File: config.mk
export PLATFORM = sky130hd
export DESIGN_NAME = imm_gen_pipe
export DESIGN_NICKNAME = d
export VERILOG_FILES = /design/src/rtl/imm_gen_pkg.sv /design/src/rtl/imm_decode.sv /design/src/rtl/imm_gen_pipe.sv
export SDC_FILE = /design/constraint.sdc
export NUM_CORES = 1
export LEC_CHECK = 0
export CAP_MARGIN = 25
export CORE_UTILIZATION = 35
export CTS_BUF_LIST = sky130_fd_sc_hd__clkbuf_4
export CTS_CLUSTER_DIAMETER = 30
export DETAILED_ROUTE_END_ITERATION = 10
export PLACE_DENSITY = 0.58
export SLEW_MARGIN = 20
export SYNTH_ARGS = -nofsm -noshare
export SYNTH_HDL_FRONTEND = slang
export SYNTH_SLANG_ARGS = --single-unit
export TNS_END_PERCENT = 100
File: constraint.sdc
create_clock -name clk -period 2.05 [get_ports clk]
set_input_delay 0.41 -clock clk [delete_from_list [all_inputs] [get_ports clk]]
set_output_delay 0.41 -clock clk [all_outputs]
set_load 0.01 [all_outputs]
File: src/rtl/imm_gen_pkg.sv
// imm_gen_pkg
// Shared definitions for the immediate generator pipeline:
//   - RV32I/RV64I base opcode constants (instr[6:0])
//   - 3-bit immediate format code presented on out_type
//   - XLEN-independent decode result struct used by the decoder
package imm_gen_pkg;

    localparam logic [6:0] OP_LOAD     = 7'b0000011;
    localparam logic [6:0] OP_MISC_MEM = 7'b0001111;
    localparam logic [6:0] OP_IMM      = 7'b0010011;
    localparam logic [6:0] OP_AUIPC    = 7'b0010111;
    localparam logic [6:0] OP_IMM_32   = 7'b0011011;
    localparam logic [6:0] OP_STORE    = 7'b0100011;
    localparam logic [6:0] OP_OP       = 7'b0110011;
    localparam logic [6:0] OP_LUI      = 7'b0110111;
    localparam logic [6:0] OP_OP_32    = 7'b0111011;
    localparam logic [6:0] OP_BRANCH   = 7'b1100011;
    localparam logic [6:0] OP_JALR     = 7'b1100111;
    localparam logic [6:0] OP_JAL      = 7'b1101111;
    localparam logic [6:0] OP_SYSTEM   = 7'b1110011;

    typedef enum logic [2:0] {
        FMT_R    = 3'd0,
        FMT_I    = 3'd1,
        FMT_S    = 3'd2,
        FMT_B    = 3'd3,
        FMT_U    = 3'd4,
        FMT_J    = 3'd5,
        FMT_Z    = 3'd6,
        FMT_NONE = 3'd7
    } fmt_e;

    // Every RV immediate fits in 32 bits before extension; the decoder
    // builds this form first and widens it to XLEN afterwards.
    typedef struct packed {
        logic [31:0] imm32;
        fmt_e        fmt;
        logic        illegal;
    } dec_t;

endpackage

File: src/rtl/imm_decode.sv
// imm_decode
// Purely combinational immediate decoder.
// Ports:
//   instr   - 32-bit instruction word
//   imm     - immediate, sign-extended (zero-extended for CSR zimm) to XLEN
//   fmt     - format code (imm_gen_pkg::fmt_e)
//   illegal - opcode not recognised for this XLEN, or instr[1:0] != 2'b11
module imm_decode
    import imm_gen_pkg::*;
#(
    parameter int XLEN = 32
) (
    input  logic [31:0]     instr,
    output logic [XLEN-1:0] imm,
    output logic [2:0]      fmt,
    output logic            illegal
);

    localparam bit RV64 = (XLEN == 64);

    dec_t dec;

    always_comb begin
        dec.imm32   = '0;
        dec.fmt     = FMT_NONE;
        dec.illegal = 1'b0;
        case (instr[6:0])
            OP_LOAD, OP_IMM, OP_JALR, OP_MISC_MEM: begin
                dec.fmt   = FMT_I;
                dec.imm32 = {{20{instr[31]}}, instr[31:20]};
            end
            OP_STORE: begin
                dec.fmt   = FMT_S;
                dec.imm32 = {{20{instr[31]}}, instr[31:25], instr[11:7]};
            end
            OP_BRANCH: begin
                dec.fmt   = FMT_B;
                dec.imm32 = {{19{instr[31]}}, instr[31], instr[7],
                             instr[30:25], instr[11:8], 1'b0};
            end
            OP_LUI, OP_AUIPC: begin
                dec.fmt   = FMT_U;
                dec.imm32 = {instr[31:12], 12'b0};
            end
            OP_JAL: begin
                dec.fmt   = FMT_J;
                dec.imm32 = {{11{instr[31]}}, instr[31], instr[19:12],
                             instr[20], instr[30:21], 1'b0};
            end
            OP_SYSTEM: begin
                // funct3[2] selects the CSR immediate forms (csrr*i)
                if (instr[14]) begin
                    dec.fmt   = FMT_Z;
                    dec.imm32 = {27'b0, instr[19:15]};
                end else begin
                    dec.fmt   = FMT_I;
                    dec.imm32 = {{20{instr[31]}}, instr[31:20]};
                end
            end
            OP_OP: begin
                dec.fmt = FMT_R;
            end
            OP_OP_32: begin
                if (RV64) begin
                    dec.fmt = FMT_R;
                end
            end
            OP_IMM_32: begin
                if (RV64) begin
                    dec.fmt   = FMT_I;
                    dec.imm32 = {{20{instr[31]}}, instr[31:20]};
                end
            end
            default: begin
                dec.fmt = FMT_NONE;
            end
        endcase
        // Compressed-space words never match a listed opcode, but the
        // explicit low-bit test keeps the intent visible.
        dec.illegal = (dec.fmt == FMT_NONE) || (instr[1:0] != 2'b11);
    end

    assign fmt     = dec.fmt;
    assign illegal = dec.illegal;

    // imm32[31] is the sign for every format (zimm has it cleared), so a
    // plain replicate of bit 31 covers all extension cases.
    generate
        if (XLEN > 32) begin : g_wide
            assign imm = {{(XLEN-32){dec.imm32[31]}}, dec.imm32};
        end else begin : g_narrow
            assign imm = dec.imm32;
        end
    endgenerate

endmodule

File: src/rtl/imm_gen_pipe.sv
// imm_gen_pipe
// Registered immediate generator with valid/ready handshake and a 2-entry
// skid buffer (main entry M drives the outputs, skid entry K absorbs the
// one instruction that arrives while the consumer stalls).
// Ports:
//   clk, rst_n           - clock, asynchronous active-low reset
//   flush                - synchronous drop of all buffered entries
//   in_valid/in_ready    - upstream handshake (in_ready registered, = !K.valid)
//   in_instr, in_tag     - instruction word and sideband tag (PC)
//   out_valid/out_ready  - downstream handshake
//   out_imm, out_type,
//   out_illegal          - decoded immediate, format code, illegal flag
//   out_instr, out_tag   - instruction and tag passed through
module imm_gen_pipe
    import imm_gen_pkg::*;
#(
    parameter int XLEN  = 32,
    parameter int TAG_W = 32
) (
    input  logic             clk,
    input  logic             rst_n,
    input  logic             flush,
    input  logic             in_valid,
    output logic             in_ready,
    input  logic [31:0]      in_instr,
    input  logic [TAG_W-1:0] in_tag,
    output logic             out_valid,
    input  logic             out_ready,
    output logic [XLEN-1:0]  out_imm,
    output logic [2:0]       out_type,
    output logic             out_illegal,
    output logic [31:0]      out_instr,
    output logic [TAG_W-1:0] out_tag
);

    typedef struct packed {
        logic [XLEN-1:0]  imm;
        logic [2:0]       fmt;
        logic             illegal;
        logic [31:0]      instr;
        logic [TAG_W-1:0] tag;
    } entry_t;

    logic [XLEN-1:0] dec_imm;
    logic [2:0]      dec_fmt;
    logic            dec_illegal;
    entry_t          new_entry;

    entry_t m_reg;
    entry_t k_reg;
    logic   m_valid_reg;
    logic   k_valid_reg;
    logic   in_ready_reg;

    logic   m_valid_next;
    logic   k_valid_next;
    logic   m_load_new;
    logic   m_load_k;
    logic   k_load;

    logic   accept;
    logic   pop;

    // Decode once at the input so both buffer entries hold finished data.
    imm_decode #(
        .XLEN (XLEN)
    ) u_decode (
        .instr   (in_instr),
        .imm     (dec_imm),
        .fmt     (dec_fmt),
        .illegal (dec_illegal)
    );

    assign new_entry = '{imm: dec_imm, fmt: dec_fmt, illegal: dec_illegal,
                         instr: in_instr, tag: in_tag};

    assign accept = in_valid && in_ready_reg;
    assign pop    = m_valid_reg && out_ready;

    always_comb begin
        m_valid_next = m_valid_reg;
        k_valid_next = k_valid_reg;
        m_load_new   = 1'b0;
        m_load_k     = 1'b0;
        k_load       = 1'b0;
        if (flush) begin
            m_valid_next = 1'b0;
            k_valid_next = 1'b0;
        end else if (pop && k_valid_reg) begin
            // in_ready is low whenever K is full, so no accept can coincide
            m_load_k     = 1'b1;
            k_valid_next = 1'b0;
        end else if (accept && (!m_valid_reg || pop)) begin
            m_load_new   = 1'b1;
            m_valid_next = 1'b1;
        end else if (accept) begin
            k_load       = 1'b1;
            k_valid_next = 1'b1;
        end else if (pop) begin
            m_valid_next = 1'b0;
        end
    end

    always_ff @(posedge clk or negedge rst_n) begin
        if (!rst_n) begin
            m_valid_reg  <= 1'b0;
            k_valid_reg  <= 1'b0;
            in_ready_reg <= 1'b1;
        end else begin
            m_valid_reg  <= m_valid_next;
            k_valid_reg  <= k_valid_next;
            in_ready_reg <= !k_valid_next;
        end
    end

    // Payload registers change only on a load; flush touches valids only.
    always_ff @(posedge clk or negedge rst_n) begin
        if (!rst_n) begin
            m_reg <= '0;
            k_reg <= '0;
        end else begin
            if (m_load_new) begin
                m_reg <= new_entry;
            end else if (m_load_k) begin
                m_reg <= k_reg;
            end
            if (k_load) begin
                k_reg <= new_entry;
            end
        end
    end

    assign in_ready    = in_ready_reg;
    assign out_valid   = m_valid_reg;
    assign out_imm     = m_reg.imm;
    assign out_type    = m_reg.fmt;
    assign out_illegal = m_reg.illegal;
    assign out_instr   = m_reg.instr;
    assign out_tag     = m_reg.tag;

endmodule
* After elaboration in Yosys (flattened, before gate mapping)
Index checks and enable logic that the tools add are counted.
** Cells by class
- Equality and inequality tests :: 15
- Muxes and demuxes :: 23
- Reduce and logical (&&, ||, !) cells :: 13
** Operator list (number)
- two-way mux 100 bit :: 2
- one-hot mux 32 bit (6 select lines) :: 1
- two-way mux 35 bit :: 1
- == test 7 bit (second input constant) :: 4
- == test 7 x 6 -> 1 bit (second input constant) :: 3
- one-hot mux 3 bit (7 select lines) :: 1
- two-way mux 1 bit :: 18
- == test 7 x 5 -> 1 bit (second input constant) :: 2
- == test 7 x 2 -> 1 bit (second input constant) :: 1
- == test 7 x 4 -> 1 bit (second input constant) :: 1
- logical AND 1 bit :: 4
- != test 2 bit (second input constant) :: 2
- OR reduction 4 bit :: 1
- == test 3 bit (second input constant) :: 1
- != test 3 x 2 -> 1 bit (second input constant) :: 1
- AND reduction 3 bit :: 1
- nonzero test 3 bit :: 1
- logical NOT 1 bit :: 2
- logical OR 1 bit :: 2
- nonzero test 2 bit :: 1
- OR reduction 2 bit :: 1
** Word-level totals
- Word-level logic and storage cells :: 64
- Output and inout bits :: 102
- Register bits after elaboration :: 203

* Logic depth before layout (Yosys ltp)
Gate-level depths: netlist (run 1).
- Word-level depth :: 7
- Mapped depth :: 8

* Cells and area by module
Synthesis (run 1) repeated with hierarchy kept, for this count alone.
** Second synthesis, totals
- Cells, all modules :: 936
- Area total of the unflattened synthesis :: 10338.7 sq um
** By module, submodules not included
- imm_gen_pipe :: seq. area each 5081.1 sq um, times used 1, area each 9601.7 sq um, cells an instance 826
- imm_decode :: seq. area each 0.0 sq um, times used 1, area each 737.0 sq um, cells an instance 110

* Worst setup path after synthesis (run 1)
Ideal clock, no wire load.
- Path kind :: register -> register
- Start point :: register in_ready_reg, in the netlist in_ready
- End point :: register m_reg, in the netlist out_imm[31]
- Clock period less this slack :: 1.808 ns
- Path buffers :: 2
- Arrival time :: 1.671 ns
- Cell stages (with the launch flop) :: 8
- Slack :: 0.242 ns
- Cells stage by stage :: dfstp_2 -> nand2_1 -> a211o_1 -> buf_6 -> buf_6 -> or3_1 -> o21ai_0 -> a21oi_1
** Between the ends
- Word-level cells in the longest chain between the ends :: 6
- Elaborated cells on any way between the ends :: 7
** Ends and longest elaborated chain
- start, declared :: line imm_gen_pipe.sv:53 : logic in_ready_reg;
- start signal, assigned :: line imm_gen_pipe.sv:112 : in_ready_reg <= !k_valid_next;
- logical AND 1 bit (*) :: line imm_gen_pipe.sv:77 : assign accept = in_valid && in_ready_reg;
- logical AND 1 bit (*) :: line imm_gen_pipe.sv:93 : end else if (accept && (!m_valid_reg || pop)) begin
- two-way mux 1 bit (*) :: line imm_gen_pipe.sv:93
- two-way mux 1 bit (*) :: line imm_gen_pipe.sv:89 : end else if (pop && k_valid_reg) begin
- two-way mux 1 bit (*) :: line imm_gen_pipe.sv:86 : if (flush) begin
- two-way mux 100 bit / nonzero test 2 bit (equally long branches)
- end signal, assigned :: line imm_gen_pipe.sv:123 : m_reg <= new_entry;
- end signal, assigned :: line imm_gen_pipe.sv:125 : m_reg <= k_reg;
- end, declared :: line imm_gen_pipe.sv:49 : entry_t m_reg;
Every way passes the cells marked *; elsewhere a longest branch is shown, timed or not.
A chain may end at the register's enable or synchronous reset.

* Worst setup path after layout (run 1)
- Start point :: register m_reg, in the netlist out_imm[24]
- End point :: output out_imm[24]
** RTL lines
- end, declared :: line imm_gen_pipe.sv:29 : output logic [XLEN-1:0] out_imm,
No word-level cell between the ends.

==> reports/results.tsv, run 1 <==
metric	value	unit
grt_pass1_wl	42800	µm
pwr-share-clk	0.325	
start_kind	flip-flop	
end_kind	output pin	
synth_flop_cell	dfrtp_1	
setup_ws	0.0790	ns
syn_nets	1057	
cts_root_buffer	clkbuf_4	
postLayoutCellArea	12400	µm²
drv_cap	0	
crit_cells	1	
drt-wirelength-per-cell	16.4	µm
most-common-layout-cells	nand2_1, dfrtp_1, o21ai_0	
wl_met3	1560	µm
dp_hpwl	17700	µm
holdWs	0.275	ns
nets	1305	
rows	57	
cp.arrival	1.56	ns
powerDensity	893	nW/µm²
grt_pass1_vias	7848	
rsz0062_at_grt	true	
design.core.area	24500	µm²
port_buffers	170	
worstPathMaxFanout	2	
dr.max_layer_used	met4	
viasPerCell	5.01	
path_class	reg2out	
drive_gt1_frac	0.163	
seq_area_frac_synth	0.575	
yosysWarnings	0	
initial_utilization	0.360	
die_area	25900	µm²
hold_viol_final	0	
wl_met1	12600	µm
cpMaxStageDelayCell	clkdlybuf4s50_1	
cts.reportedPaths.clkPinSlew	0.07	ns
power.switching	3.24	mW
drc	0	
track_usage	0.208	
drt_wl_total	26200	µm
cpPeakStageDelay	0.54	ns
largest_reg_flops	100	
grt.overflow.total	0	
max_freq	507	MHz
ys_seq_elements	203	
cts_tree	built	
outcome	completed	
syn_avg_cell_area	8.95	µm²
r2r_slack	0.08	ns
period_share	0.961	
io_pins	171	
finClkSkew	0.0178	ns
power_frac_seq	0.472	
reg2reg_depth	6	
p_total	11.1	mW
fill_cells	2343	
die_y	161	µm
relSlewSlack	0.494	
grt_max_degree	55	
post-route-util	0.505	
cts_buffer_depth	3	
wl_met2	11800	µm
antenna_found_initial	1	
async_flop_share	1.00	
r2r_start	in_ready	
synth_edf_count	0	
dr.pass1.iters	5	
cp.required	1.64	ns
syn_area	8840	µm²
cts-buffers-inserted	57	
synth.distinct_cells	46	
die_w	161	µm
ctsHtreeMaxLevel	2	
antenna_left	0	
drt_iter0_markers	385	
cts.sinks	203	
ir_drop	462	µV
crit_start	out_imm[24]	
worstMarginPinSlew	0.756	ns
clkLatencyLatePin	0.67	ns
syn_inst	988	
hp-class	in2async	
final_common_cell	nand2_1	
crit_family	buffers and inverters	
place_area	11600	µm²
area_growth	40.3	%
vias	8022	
pre_cts_ws	-0.507	ns
regToRegEndpoint	out_imm[18]	
p_int	7.84	mW
crit_end	out_imm[24]	
p_leak	6.01	nW
cp.buffers_inverters	1	
crit_chain	clkdlybuf4s50_1	
min_period	1.97	ns
p_comb_frac	0.203	
setup_violations	0	
gp_congestion	0.806	
slew_violations	0	
p_sw_frac	0.292	
worst min path at each step:
stage                     startpoint             to  slack (ns)  depth (start not counted)
after detailed placement       rst_n  out_instr[16]        0.42                          1
final                          rst_n  out_instr[13]        0.28                          2
after CTS                      rst_n  out_instr[13]        0.25                          2
after floorplan                rst_n       k_reg[0]        0.11                          0
after global placement         rst_n  out_instr[16]        0.42                          1
after global routing           rst_n  out_instr[17]        0.26                          2
metal layers:
metal | GRT usage | vias up
li1 | - | 3946
met1 | 0.295 | 3822
met2 | 0.313 | 221
met3 | 0.0550 | 33
met4 | 0.0549 | 0
met5 | 0 | -
cell families (layout without fill, tap and decap cells):
| family | Yosys count | count (layout) | share of synthesized area |
|---|---|---|---|
| buffers and inverters | 83 | 372 | 0.0403 |
| AND/OR/NAND/NOR | 414 | 414 | 0.197 |
| AO/OA/AOI/OAI | 287 | 287 | 0.187 |
| other | 0 | 1 | 0 |
| flip-flops | 203 | 203 | 0.575 |
| multiplexers | 1 | 1 | 0.00113 |
Yosys cell counts, types with 2 or more instances:
library cell / instances / area [µm²]
a32oi_1: 2 / 17.5
and2_1: 5 / 31.3
nand2_1: 306 / 1150
inv_1: 8 / 30.0
and3_1: 2 / 12.5
or3_1: 30 / 188
nand3b_1: 2 / 15.0
o221ai_1: 6 / 52.6
buf_1: 9 / 33.8
and3b_1: 2 / 17.5
a21oi_1: 55 / 275
o21ai_0: 121 / 606
a211oi_1: 2 / 15.0
clkbuf_1: 45 / 169
nor2_1: 42 / 158
a21o_1: 2 / 15.0
nand3_1: 4 / 20.0
buf_2: 18 / 90.1
nand4_1: 6 / 37.5
nor2b_1: 2 / 12.5
nor3_1: 4 / 20.0
a31oi_1: 15 / 93.8
o22ai_1: 65 / 407
dfrtp_1: 202 / 5050
a21oi_2: 10 / 87.6
buf_6: 3 / 33.8
power by group through the flow:
| stage | sequential [mW] | clock (mW) | combinational [mW] |
|---|---|---|---|
| 4_1_cts | 5.24 | 3.72 | 2.33 |
| 6_report | 5.23 | 3.60 | 2.25 |
| 2_1_floorplan | 5.37 | 0 | 0.853 |
| 3_5_place_dp | 5.30 | 0 | 2.38 |
| 5_1_grt | 5.33 | 3.95 | 2.51 |
| 3_3_place_gp | 5.29 | 0 | 2.33 |
timing repair:
action	4_1_cts	5_1_grt
buffers inserted	0	0
hold buffers	1	0
hold endpoints to repair	49	0
resized for setup	24	48
setup endpoints to repair	24	71
stage by stage:
stage	std cells	TNS, ns
finish	1602	0
global route	1602	-0.520
CTS	1601	0
detailed placement	1500	-50.97
global placement	1500	-48.97
floorplan	988	0
cell type report:
| type | instances | area [µm²] | area share |
|---|---|---|---|
| flip-flops and latches | 203 | 5080 | 0.410 |
| diodes | 1 | 2.50 | 0.000202 |
| multi-input cells | 702 | 3450 | 0.278 |
| clock buffers | 86 | 646 | 0.0521 |
| repair buffers | 264 | 2730 | 0.220 |
| inverters | 8 | 30.0 | 0.00242 |
| well taps | 324 | 405 | 0.0327 |
| clock inverters | 14 | 57.6 | 0.00464 |
No activity file was read; power rests on OpenSTA's default activity.
==> run 2: changes to the inputs <==
--- a/config.mk
+++ b/config.mk
@@ -9,6 +9,7 @@
 export CORE_UTILIZATION = 35
 export CTS_BUF_LIST = sky130_fd_sc_hd__clkbuf_4
 export CTS_CLUSTER_DIAMETER = 30
+export CTS_CLUSTER_SIZE = 30
 export DETAILED_ROUTE_END_ITERATION = 10
 export PLACE_DENSITY = 0.58
 export SLEW_MARGIN = 20
==> reports/results.tsv, run 2 (same netlist as run 1, synthesis figures left out) <==
metric	value	unit	change
crit_family	buffers and inverters		unchanged
grt_max_degree	55		unchanged
rsz0062_at_grt	false		was true
min_period	1.97	ns	about the same
port_buffers	170		unchanged
hp-class	in2async		unchanged
crit_chain	clkdlybuf4s50_1		unchanged
most-common-layout-cells	nand2_1, dfrtp_1, o21ai_0		unchanged
nets	1296		was 1305
hold_viol_final	0		unchanged
drv_cap	0		unchanged
drt_iter0_markers	377		was 385
dp_hpwl	17700	µm	unchanged
regToRegEndpoint	out_imm[29]		was out_imm[18]
cp.arrival	1.56	ns	about the same
relSlewSlack	0.661		was 0.494
cts_tree	built		unchanged
final_cells	1592		was 1602
drt_wl_total	26200	µm	about the same
gp_congestion	0.806		unchanged
cts_root_buffer	clkbuf_4		unchanged
viasPerCell	5.00		was 5.01
cts_buffer_depth	3		unchanged
slew_violations	0		unchanged
p_leak	5.93	nW	was 6.01 nW
die_y	161	µm	unchanged
holdWs	0.282	ns	was 0.275 ns
cts.sinks	203		unchanged
cp.required	1.64	ns	about the same
design.core.area	24500	µm²	unchanged
grt_pass1_wl	42700	µm	was 42800 µm
drc	0		unchanged
antenna_found_initial	1		unchanged
antenna_left	0		unchanged
post-cts-setup-buffer-count	0		unchanged
finClkSkew	0.0243	ns	was 0.0178 ns
cts-buffers-inserted	48		was 57
powerDensity	936	nW/µm²	was 893 nW/µm²
setup_violations	0		unchanged
period_share	0.960		was 0.961
die_w	161	µm	unchanged
cpPeakStageDelay	0.54	ns	about the same
end_kind	output pin		unchanged
path_class	reg2out		unchanged
largest_reg_flops	100		unchanged
dp.cells	1500		unchanged
ir_drop	705	µV	was 462 µV
cts.reportedPaths.clkPinSlew	0.07	ns	about the same
grt_pass1_vias	7720		was 7848
die_area	25900	µm²	unchanged
drive_gt1_frac	0.158		was 0.163
area_growth	41.1	%	was 40.3%
clkLatencyLatePin	0.66	ns	was 0.67 ns
dr.pass1.iters	5		unchanged
r2r_start	in_ready		unchanged
grt.overflow.total	0		unchanged
reg2reg_depth	6		unchanged
vias	7966		was 8022
track_usage	0.207		was 0.208
final_common_cell	nand2_1		unchanged
max_freq	508	MHz	was 507 MHz
initial_utilization	0.360		unchanged
r2r_slack	0.13	ns	was 0.08 ns
rows	57		unchanged
start_kind	flip-flop		unchanged
drt-wirelength-per-cell	16.5	µm	was 16.4 µm
worstPathMaxFanout	2		unchanged
worstMarginPinSlew	0.509	ns	was 0.756 ns
ctsHtreeMaxLevel	2		unchanged
outcome	completed		unchanged
cp.buffers_inverters	1		unchanged
io_pins	171		unchanged
cpMaxStageDelayCell	clkdlybuf4s50_1		unchanged
==> run 2: cell count changes in the layout (fill, tap and decap cells not counted), moves of 6 or more <==
cell / before / now
clkdlybuf4s50_1: 98 / 107
clkinvlp_4: 0 / 6
clkbuf_4: 86 / 53
bufinv_16: 0 / 8
clkinv_2: 4 / 10
dlymetal6s2s_1: 47 / 37
==> run 2: per-stage QoR <==
stage	total power [mW]	utilization	cell area [µm²]	worst slack (ns)	TNS (ns)
6_report	11.7	0.508	12500	0.0825	0
5_1_grt	12.4	0.508	12500	0.000254	0
4_1_cts	11.9	0.504	12400	0.00162	0
3_5_place_dp	7.67	0.473	11600	-0.507	-50.97
3_3_place_gp	7.62	0.473	11600	-0.456	-48.97
2_1_floorplan	6.23	-	8840	0.242	0
==> run 2: worst max path at each step <==
stage	cells after the start	slack, ns	from	endpoint
2_1_floorplan	7	0.24	in_ready	out_imm[31]
3_3_place_gp	7	-0.46	out_ready	out_imm[17]
3_5_place_dp	7	-0.51	out_ready	out_imm[16]
4_1_cts	1	0.002	out_tag[23]	out_tag[23]
5_1_grt	1	0.0003	out_imm[25]	out_imm[25]
6_report	1	0.08	out_instr[15]	out_instr[15]
==> run 2: layout make-up <==
| cell class | count | area, µm² |
|---|---|---|
| multi-input cells | 702 | 3450 |
| diodes | 1 | 2.50 |
| clock buffers | 53 | 398 |
| inverters | 8 | 30.0 |
| repair buffers | 264 | 2700 |
| fillers | 2339 | 12100 |
| well taps | 324 | 405 |
| clock inverters | 37 | 399 |
| flip-flops and latches | 203 | 5080 |
==> run 2: power by group <==
group          switching (mW)  total (mW)  internal, mW
Sequential              0.429        5.22          4.79
Clock                    1.86        4.20          2.35
Combinational            1.11        2.26          1.15
==> run 2: routing by layer <==
layer / global-route usage / share of wire / up-vias
li1: - / - / 3924
met1: 0.295 / 0.47 / 3791
met2: 0.312 / 0.45 / 211
met3: 0.0522 / 0.063 / 40
met4: 0.0566 / 0.018 / 0
met5: 0 / 0 / -
==> run 2: what timing repair did <==
action,CTS,global route
endpoints found under the hold margin,49,0
resized for setup,25,40
setup endpoints to repair,25,67
hold buffers,1,0
